### src/rtl/wbx_pkg.sv
// Shared types and constants for the wbx bus master.
package wbx_pkg;

  localparam int WBX_ADR_W       = 17;
  localparam int WBX_DAT_W       = 16;
  localparam int WBX_CNT_W       = 8;
  localparam int WBX_TIMEOUT_DEF = 64;

  typedef enum logic [2:0] {
    ST_IDLE = 3'd0,
    ST_BSTB = 3'd1,
    ST_BREL = 3'd2,
    ST_ISTB = 3'd3,
    ST_IREL = 3'd4
  } wbx_state_e;

endpackage

### src/rtl/wbx_bus_master_if.sv
// Register bus (wbm) and interrupt-acknowledge bus (wbi) signal bundle.
interface wbx_bus_master_if;
  import wbx_pkg::*;

  logic [WBX_ADR_W-1:0] pin_wbm_adr_o;
  logic [WBX_DAT_W-1:0] pin_wbm_dat_o;
  logic                 pin_wbm_wre_o;
  logic                 pin_wbm_stb_o;
  logic                 pin_wbm_ack_i;
  logic [WBX_DAT_W-1:0] pin_wbm_dat_i;

  logic                 pin_vm_virq_i;
  logic                 pin_wbi_stb_o;
  logic                 pin_wbi_ack_i;
  logic [WBX_DAT_W-1:0] pin_wbi_dat_i;

  modport master (
    output pin_wbm_adr_o, pin_wbm_dat_o, pin_wbm_wre_o, pin_wbm_stb_o, pin_wbi_stb_o,
    input  pin_wbm_ack_i, pin_wbm_dat_i, pin_vm_virq_i, pin_wbi_ack_i, pin_wbi_dat_i
  );

  modport slave (
    input  pin_wbm_adr_o, pin_wbm_dat_o, pin_wbm_wre_o, pin_wbm_stb_o, pin_wbi_stb_o,
    output pin_wbm_ack_i, pin_wbm_dat_i, pin_vm_virq_i, pin_wbi_ack_i, pin_wbi_dat_i
  );

endinterface

### src/rtl/wbx_tmo_counter.sv
// Phase timer shared by the bus and IACK phases: clears on phase entry,
// counts while waiting, flags the last allowed cycle.
module wbx_tmo_counter
  import wbx_pkg::*;
#(
  parameter int TIMEOUT = WBX_TIMEOUT_DEF
) (
  input  logic clk,
  input  logic rst,
  input  logic clr,
  input  logic inc,
  output logic expired
);

  localparam logic [WBX_CNT_W-1:0] LAST = WBX_CNT_W'(TIMEOUT - 1);

  logic [WBX_CNT_W-1:0] cnt;

  // Count up; the owner clears before LAST is passed, so no wrap occurs.
  always_ff @(posedge clk) begin
    if (rst || clr) cnt <= '0;
    else if (inc)   cnt <= cnt + 1'b1;
  end

  assign expired = (cnt == LAST);

endmodule

### src/rtl/wbx_bus_master.sv
// Initiator for the VM register bus and the vectored-interrupt acknowledge
// bus. One FSM runs edge-framed strobe/ack cycles on either bus.
module wbx_bus_master
  import wbx_pkg::*;
#(
  parameter int TIMEOUT = WBX_TIMEOUT_DEF
) (
  input  logic                 pin_vm_clk_p,
  input  logic                 pin_vm_init_i,
  input  logic                 req_valid,
  output logic                 req_ready,
  input  logic                 req_wre,
  input  logic [WBX_ADR_W-1:0] req_adr,
  input  logic [WBX_DAT_W-1:0] req_dat,
  output logic                 rsp_valid,
  output logic [WBX_DAT_W-1:0] rsp_dat,
  output logic                 rsp_err,
  input  logic                 irq_en,
  output logic                 vec_valid,
  output logic [WBX_DAT_W-1:0] vec_dat,
  output logic                 vec_err,
  wbx_bus_master_if.master     bus
);

  wbx_state_e           state;
  logic                 ready_q;
  logic [WBX_ADR_W-1:0] adr_q;
  logic [WBX_DAT_W-1:0] dat_q;
  logic                 wre_q;
  logic                 wbm_stb_q;
  logic                 wbi_stb_q;

  logic iack_due;
  logic accept;
  logic tmo_clr;
  logic tmo_inc;
  logic tmo_exp;

  assign bus.pin_wbm_adr_o = adr_q;
  assign bus.pin_wbm_dat_o = dat_q;
  assign bus.pin_wbm_wre_o = wre_q;
  assign bus.pin_wbm_stb_o = wbm_stb_q;
  assign bus.pin_wbi_stb_o = wbi_stb_q;

  // Ready is masked combinationally so a pending IACK always wins the IDLE cycle;
  // the timer is cleared in IDLE and on the cycle any phase is left.
  always_comb begin
    iack_due  = bus.pin_vm_virq_i & irq_en;
    req_ready = ready_q & ~iack_due;
    accept    = req_valid & req_ready;
    tmo_clr   = 1'b1;
    case (state)
      ST_BSTB: tmo_clr = bus.pin_wbm_ack_i | tmo_exp;
      ST_BREL: tmo_clr = ~bus.pin_wbm_ack_i | tmo_exp;
      ST_ISTB: tmo_clr = bus.pin_wbi_ack_i | tmo_exp;
      ST_IREL: tmo_clr = ~bus.pin_wbi_ack_i | tmo_exp;
      default: tmo_clr = 1'b1;
    endcase
    tmo_inc = ~tmo_clr;
  end

  wbx_tmo_counter #(.TIMEOUT(TIMEOUT)) u_tmo (
    .clk     (pin_vm_clk_p),
    .rst     (pin_vm_init_i),
    .clr     (tmo_clr),
    .inc     (tmo_inc),
    .expired (tmo_exp)
  );

  // Main sequencer: strobe phase, then release phase until ack drops.
  always_ff @(posedge pin_vm_clk_p) begin
    if (pin_vm_init_i) begin
      state     <= ST_IDLE;
      ready_q   <= 1'b0;
      adr_q     <= '0;
      dat_q     <= '0;
      wre_q     <= 1'b0;
      wbm_stb_q <= 1'b0;
      wbi_stb_q <= 1'b0;
      rsp_valid <= 1'b0;
      rsp_dat   <= '0;
      rsp_err   <= 1'b0;
      vec_valid <= 1'b0;
      vec_dat   <= '0;
      vec_err   <= 1'b0;
    end else begin
      rsp_valid <= 1'b0;
      vec_valid <= 1'b0;
      case (state)
        ST_IDLE: begin
          if (iack_due) begin
            state     <= ST_ISTB;
            wbi_stb_q <= 1'b1;
            ready_q   <= 1'b0;
          end else if (accept) begin
            state     <= ST_BSTB;
            adr_q     <= req_adr;
            dat_q     <= req_dat;
            wre_q     <= req_wre;
            wbm_stb_q <= 1'b1;
            ready_q   <= 1'b0;
          end else begin
            ready_q   <= 1'b1;
          end
        end
        ST_BSTB: begin
          if (bus.pin_wbm_ack_i) begin
            state     <= ST_BREL;
            wbm_stb_q <= 1'b0;
            rsp_valid <= 1'b1;
            rsp_dat   <= wre_q ? '0 : bus.pin_wbm_dat_i;
            rsp_err   <= 1'b0;
          end else if (tmo_exp) begin
            state     <= ST_BREL;
            wbm_stb_q <= 1'b0;
            rsp_valid <= 1'b1;
            rsp_dat   <= '0;
            rsp_err   <= 1'b1;
          end
        end
        ST_BREL: begin
          if (!bus.pin_wbm_ack_i || tmo_exp) begin
            state   <= ST_IDLE;
            ready_q <= 1'b1;
          end
        end
        ST_ISTB: begin
          if (bus.pin_wbi_ack_i) begin
            state     <= ST_IREL;
            wbi_stb_q <= 1'b0;
            vec_valid <= 1'b1;
            vec_dat   <= bus.pin_wbi_dat_i;
            vec_err   <= 1'b0;
          end else if (tmo_exp) begin
            state     <= ST_IREL;
            wbi_stb_q <= 1'b0;
            vec_valid <= 1'b1;
            vec_dat   <= '0;
            vec_err   <= 1'b1;
          end
        end
        ST_IREL: begin
          if (!bus.pin_wbi_ack_i || tmo_exp) begin
            state   <= ST_IDLE;
            ready_q <= 1'b1;
          end
        end
        default: begin
          state     <= ST_IDLE;
          ready_q   <= 1'b0;
          wbm_stb_q <= 1'b0;
          wbi_stb_q <= 1'b0;
        end
      endcase
    end
  end

endmodule
### src/flat_wrapper.sv
// flat-port wrapper written by rule: the top's interface ports become plain ports
module wbx_bus_master_flat import wbx_pkg::*;
#(
  parameter int TIMEOUT = WBX_TIMEOUT_DEF
)
  (pin_vm_clk_p, pin_vm_init_i, req_valid, req_ready, req_wre, req_adr, req_dat, rsp_valid, rsp_dat, rsp_err, irq_en, vec_valid, vec_dat, vec_err, bus_pin_wbm_adr_o, bus_pin_wbm_dat_o, bus_pin_wbm_wre_o, bus_pin_wbm_stb_o, bus_pin_wbi_stb_o, bus_pin_wbm_ack_i, bus_pin_wbm_dat_i, bus_pin_vm_virq_i, bus_pin_wbi_ack_i, bus_pin_wbi_dat_i);
  wbx_bus_master_if bus_i ();
  input  logic pin_vm_clk_p;
  input  logic pin_vm_init_i;
  input  logic req_valid;
  output logic req_ready;
  input  logic req_wre;
  input  logic [WBX_ADR_W-1:0] req_adr;
  input  logic [WBX_DAT_W-1:0] req_dat;
  output logic rsp_valid;
  output logic [WBX_DAT_W-1:0] rsp_dat;
  output logic rsp_err;
  input  logic irq_en;
  output logic vec_valid;
  output logic [WBX_DAT_W-1:0] vec_dat;
  output logic vec_err;
  output wire logic [$bits(bus_i.pin_wbm_adr_o)-1:0] bus_pin_wbm_adr_o;
  output wire logic [$bits(bus_i.pin_wbm_dat_o)-1:0] bus_pin_wbm_dat_o;
  output wire logic [$bits(bus_i.pin_wbm_wre_o)-1:0] bus_pin_wbm_wre_o;
  output wire logic [$bits(bus_i.pin_wbm_stb_o)-1:0] bus_pin_wbm_stb_o;
  output wire logic [$bits(bus_i.pin_wbi_stb_o)-1:0] bus_pin_wbi_stb_o;
  input wire logic [$bits(bus_i.pin_wbm_ack_i)-1:0] bus_pin_wbm_ack_i;
  input wire logic [$bits(bus_i.pin_wbm_dat_i)-1:0] bus_pin_wbm_dat_i;
  input wire logic [$bits(bus_i.pin_vm_virq_i)-1:0] bus_pin_vm_virq_i;
  input wire logic [$bits(bus_i.pin_wbi_ack_i)-1:0] bus_pin_wbi_ack_i;
  input wire logic [$bits(bus_i.pin_wbi_dat_i)-1:0] bus_pin_wbi_dat_i;
  assign bus_pin_wbm_adr_o = bus_i.pin_wbm_adr_o;
  assign bus_pin_wbm_dat_o = bus_i.pin_wbm_dat_o;
  assign bus_pin_wbm_wre_o = bus_i.pin_wbm_wre_o;
  assign bus_pin_wbm_stb_o = bus_i.pin_wbm_stb_o;
  assign bus_pin_wbi_stb_o = bus_i.pin_wbi_stb_o;
  assign bus_i.pin_wbm_ack_i = bus_pin_wbm_ack_i;
  assign bus_i.pin_wbm_dat_i = bus_pin_wbm_dat_i;
  assign bus_i.pin_vm_virq_i = bus_pin_vm_virq_i;
  assign bus_i.pin_wbi_ack_i = bus_pin_wbi_ack_i;
  assign bus_i.pin_wbi_dat_i = bus_pin_wbi_dat_i;
  wbx_bus_master #(.TIMEOUT(TIMEOUT)) u_core (.pin_vm_clk_p(pin_vm_clk_p), .pin_vm_init_i(pin_vm_init_i), .req_valid(req_valid), .req_ready(req_ready), .req_wre(req_wre), .req_adr(req_adr), .req_dat(req_dat), .rsp_valid(rsp_valid), .rsp_dat(rsp_dat), .rsp_err(rsp_err), .irq_en(irq_en), .vec_valid(vec_valid), .vec_dat(vec_dat), .vec_err(vec_err), .bus(bus_i));
endmodule
### config.mk
export PLATFORM = sky130hd
export DESIGN_NAME = wbx_bus_master_flat
export DESIGN_NICKNAME = d
export VERILOG_FILES = /design/src/rtl/wbx_pkg.sv /design/src/rtl/wbx_bus_master_if.sv /design/src/rtl/wbx_tmo_counter.sv /design/src/rtl/wbx_bus_master.sv /design/src/flat_wrapper.sv
export SDC_FILE = /design/constraint.sdc
export NUM_CORES = 1
export LEC_CHECK = 0
export CORE_ASPECT_RATIO = 0.8
export CORE_MARGIN = 4
export CORE_UTILIZATION = 38
export CTS_BUF_LIST = sky130_fd_sc_hd__clkbuf_16
export CTS_CLUSTER_SIZE = 16
export DETAILED_ROUTE_END_ITERATION = 6
export PLACE_DENSITY = 0.81
export SLEW_MARGIN = 20
export SYNTH_ARGS = -nofsm -noshare
export SYNTH_HDL_FRONTEND = slang
export SYNTH_SLANG_ARGS = --single-unit
### constraint.sdc
create_clock -name pin_vm_clk_p -period 1.65 [get_ports pin_vm_clk_p]
set_clock_uncertainty 0.1 [all_clocks]
set_input_delay 0.2475 -clock pin_vm_clk_p [delete_from_list [all_inputs] [get_ports pin_vm_clk_p]]
set_output_delay 0.2475 -clock pin_vm_clk_p [all_outputs]
set_load 0.01 [all_outputs]
==> qor.csv <==
metric,value,unit
status,"complete, but fails checks",
violations,negative setup slack,
grt_pass1_wl,15370,um
track_usage,18.14,%
synth.avg_cell_area,8.973,um^2
maxSlewHeadroom,57.81,%
synthCells,367,
synthDistinctLibCells,49,
p_leak,1.997,nW
clockPowerShare,31.1,%
grt_pass1_vias,3206,
min_period_over_period,102.6,%
diodes,0,
drc,0,
cts_sinks,84,
initial_core_util,38.99,%
globalplace.congestion,0.8885,
area_growth_syn_to_layout,69.22,%
finalHoldViolCount,0,
via_per_inst,5.035,
drt_iter0_drc,149,
max_freq,590.9,MHz
setup_viol,8,
ant_nets,0,
dr.pass1.iters,4,
cts_tree,built,
finalCriticalPeriod,1.692,ns
slew_viol_final,0,
syn_area,0.003293,mm^2
chipWidth,112.1,um
crit_arrival,1.83,ns
wl,10090,um
vias,3283,
path_class,reg2reg,
h-tree-depth,3,
p_comb_share,32.7,%
io_pins,146,
endpoint_kind,register,
rows,30,
worst_ep_required_time,1.79,ns
ir_drop,606.7,uV
avgRoutedWirePerCell,15.48,um
dp_hpwl,7018,um
cts_made_buffers,9,
power.switching,2.076,mW
drv_cap,0,
clkTransAtPathRegs,0.06,ns
start_kind,register,
core_region_area,0.008446,mm^2
worstHoldPathType,in2reg,
seqPwrFrac,36.2,%
cts_buffer_depth,2,
worst_pin_slew,0.6329,ns
p_int,4.735,mW
ys_seq_area_share,51.06,%
fin_setup_tns,-0.1875,ns
power_density,1222,mW/mm^2
yosys_warnings,0,
rrSetupSlack,-0.04,ns
grt_max_degree,46,
grt.overflow.total,0,
p_total,6.812,mW
clock-root-buffer,clkbuf_16,
die_area,0.01023,mm^2
cp_max_fo,8,
rsz0062_at_grt,true,
nNetsFinal,609,
drive_gt1_share,17.78,%
worst_slack,-0.04228,ns
synthesis.nets,441,
p_sw_share,30.48,%
io_buffers,145,
clkLatencyLatePin,0.33,ns
synth_seq_cells,84,
antenna_found_initial,0,
fp.dieH,91.27,um
[power groups by stage]
stage	sequential (mW)	clock (mW)	combinational (mW)
6_report	2.47	2.12	2.23
3_3_place_gp	2.47	0	2.02
3_5_place_dp	2.48	0	2.06
5_1_grt	2.50	2.24	2.39
2_1_floorplan	2.54	0	0.977
4_1_cts	2.44	2.15	2.08
[critical path, stage by stage (launching register included)]
cell and delay (ns):
dfxtp_2 0.33, ha_4 0.15, and4bb_4 0.23, and2_4 0.17, o31a_4 0.35, nor4_4 0.27
[layout by cell type (no fill, tap or decap), drive strengths merged, types with 2 or more instances in the layout]
cell,Yosys,layout
a211oi,2,2
a21oi,57,57
a221oi,2,2
a22o,16,16
a2bb2oi,2,2
a311o,2,2
and2,2,2
and3,2,2
and4bb,3,3
buf,16,38
bufinv,0,2
clkbuf,10,10
clkdlybuf4s50,0,142
dfxtp,84,84
inv,3,6
nand2,94,94
nand3,5,5
nand4,3,3
nor2,8,8
nor3,5,5
nor4,12,12
o21a,2,2
o21ai,17,17
xnor2,5,5
[registers in the layout, summed over array words and instances (netlist names)]
| register | cells |
|---|---|
| u_core.bus.pin_wbm_stb_o | 1 |
| u_core.bus.pin_wbm_adr_o | 17 |
| u_core.u_tmo.cnt | 8 |
| u_core.rsp_valid | 1 |
| u_core.bus.pin_wbm_dat_o | 16 |
| u_core.state | 3 |
| u_core.vec_dat | 16 |
| u_core.vec_err | 1 |
| u_core.vec_valid | 1 |
| u_core.ready_q | 1 |
| u_core.bus.pin_wbm_wre_o | 1 |
| u_core.rsp_err | 1 |
| u_core.bus.pin_wbi_stb_o | 1 |
| u_core.rsp_dat | 16 |
[worst paths after layout]
kind                                                   start                      endpoint  cells after the start
worst max-delay path                     u_core.u_tmo.cnt[1]           u_core.u_tmo.cnt[6]                      5
worst min register to register  u_core.bus.pin_wbm_dat_o[13]  u_core.bus.pin_wbm_dat_o[13]                      2
worst min-delay path                           pin_vm_init_i               u_core.state[1]                      3
worst max register to register           u_core.u_tmo.cnt[1]           u_core.u_tmo.cnt[6]                      5
[repair_timing]
action / in CTS / in global routing
endpoints found under the setup margin: 16 / 59
gates cloned: 0 / 1
resized for setup: 6 / 27
buffers inserted: 1 / 2
pin swaps: 1 / 5
hold buffers: 0 / 0
[metal layers]
layer	share of wire (%)	vias to the layer above	track usage, %
li1	-	1623	-
met1	40	1523	20.25
met2	51	118	31.94
met3	7.7	19	6.329
met4	1.9	0	6.507
met5	0	-	0
[kinds of logic (layout without fill, tap and decap cells)]
logic type	Yosys count	count (layout)	synth area share, %
buffers and inverters	29	202	4.673
muxes	1	1	0.3040
DFF	84	84	51.06
adders and majority gates	1	1	0.3799
xor gates and xnor gates	6	6	1.596
and+or+nand+nor	139	139	21.32
AOI/OAI and AO/OA	107	107	20.67
[final cells by class]
cell class	count	area, um^2
clock buffers	9	225.2
flip-flops and latches	84	1690
repair buffers	183	1827
multi-input cells	254	1587
well taps	112	140.1
inverters	3	11.26
fillers	671	2873
clock inverters	7	92.59
[through the flow]
step                utilization, %  worst slack (ns)  instances  cell area [um^2]  hold WS [ns]
detailed placement           60.50           -0.2037        633              5110        0.3487
global route                 65.99           -0.1303        652              5573        0.3045
floorplan                        -          -0.02267        367              3316        0.2441
finish                       65.99          -0.04228        652              5573        0.2694
CTS                          64.28          -0.01145        649              5429        0.2699
global placement             60.50           -0.2038        633              5110        0.3402
[cell usage after synthesis (all sizes together)]
cell,instances,area [um^2]
a211oi,2,15.01
a21oi,57,289.0
a221oi,2,17.52
a22o,16,140.1
a2bb2oi,2,23.77
a311o,2,20.02
a41o,1,10.01
and2,2,15.02
and3,2,13.77
and3b,1,8.760
and4bb,3,41.29
buf,16,103.8
clkbuf,10,38.78
dfxtp,84,1682
ha,1,12.51
inv,3,11.26
mux2i,1,10.01
nand2,94,352.8
nand3,5,25.02
nand4,3,18.77
nor2,8,30.03
nor2b,1,6.260
nor3,5,35.03
nor3b,1,12.51
nor4,12,125.1
nor4b,1,8.760
o211a,1,10.01
o211ai,1,7.510
o21a,2,15.01
o21ai,17,85.08
o21ba,1,10.01
o21bai,1,11.26
o31a,1,17.52
o32ai,1,8.760
or3b,1,8.760
xnor2,5,43.79
xor2,1,8.760
Power figures use the tool's default switching activity.
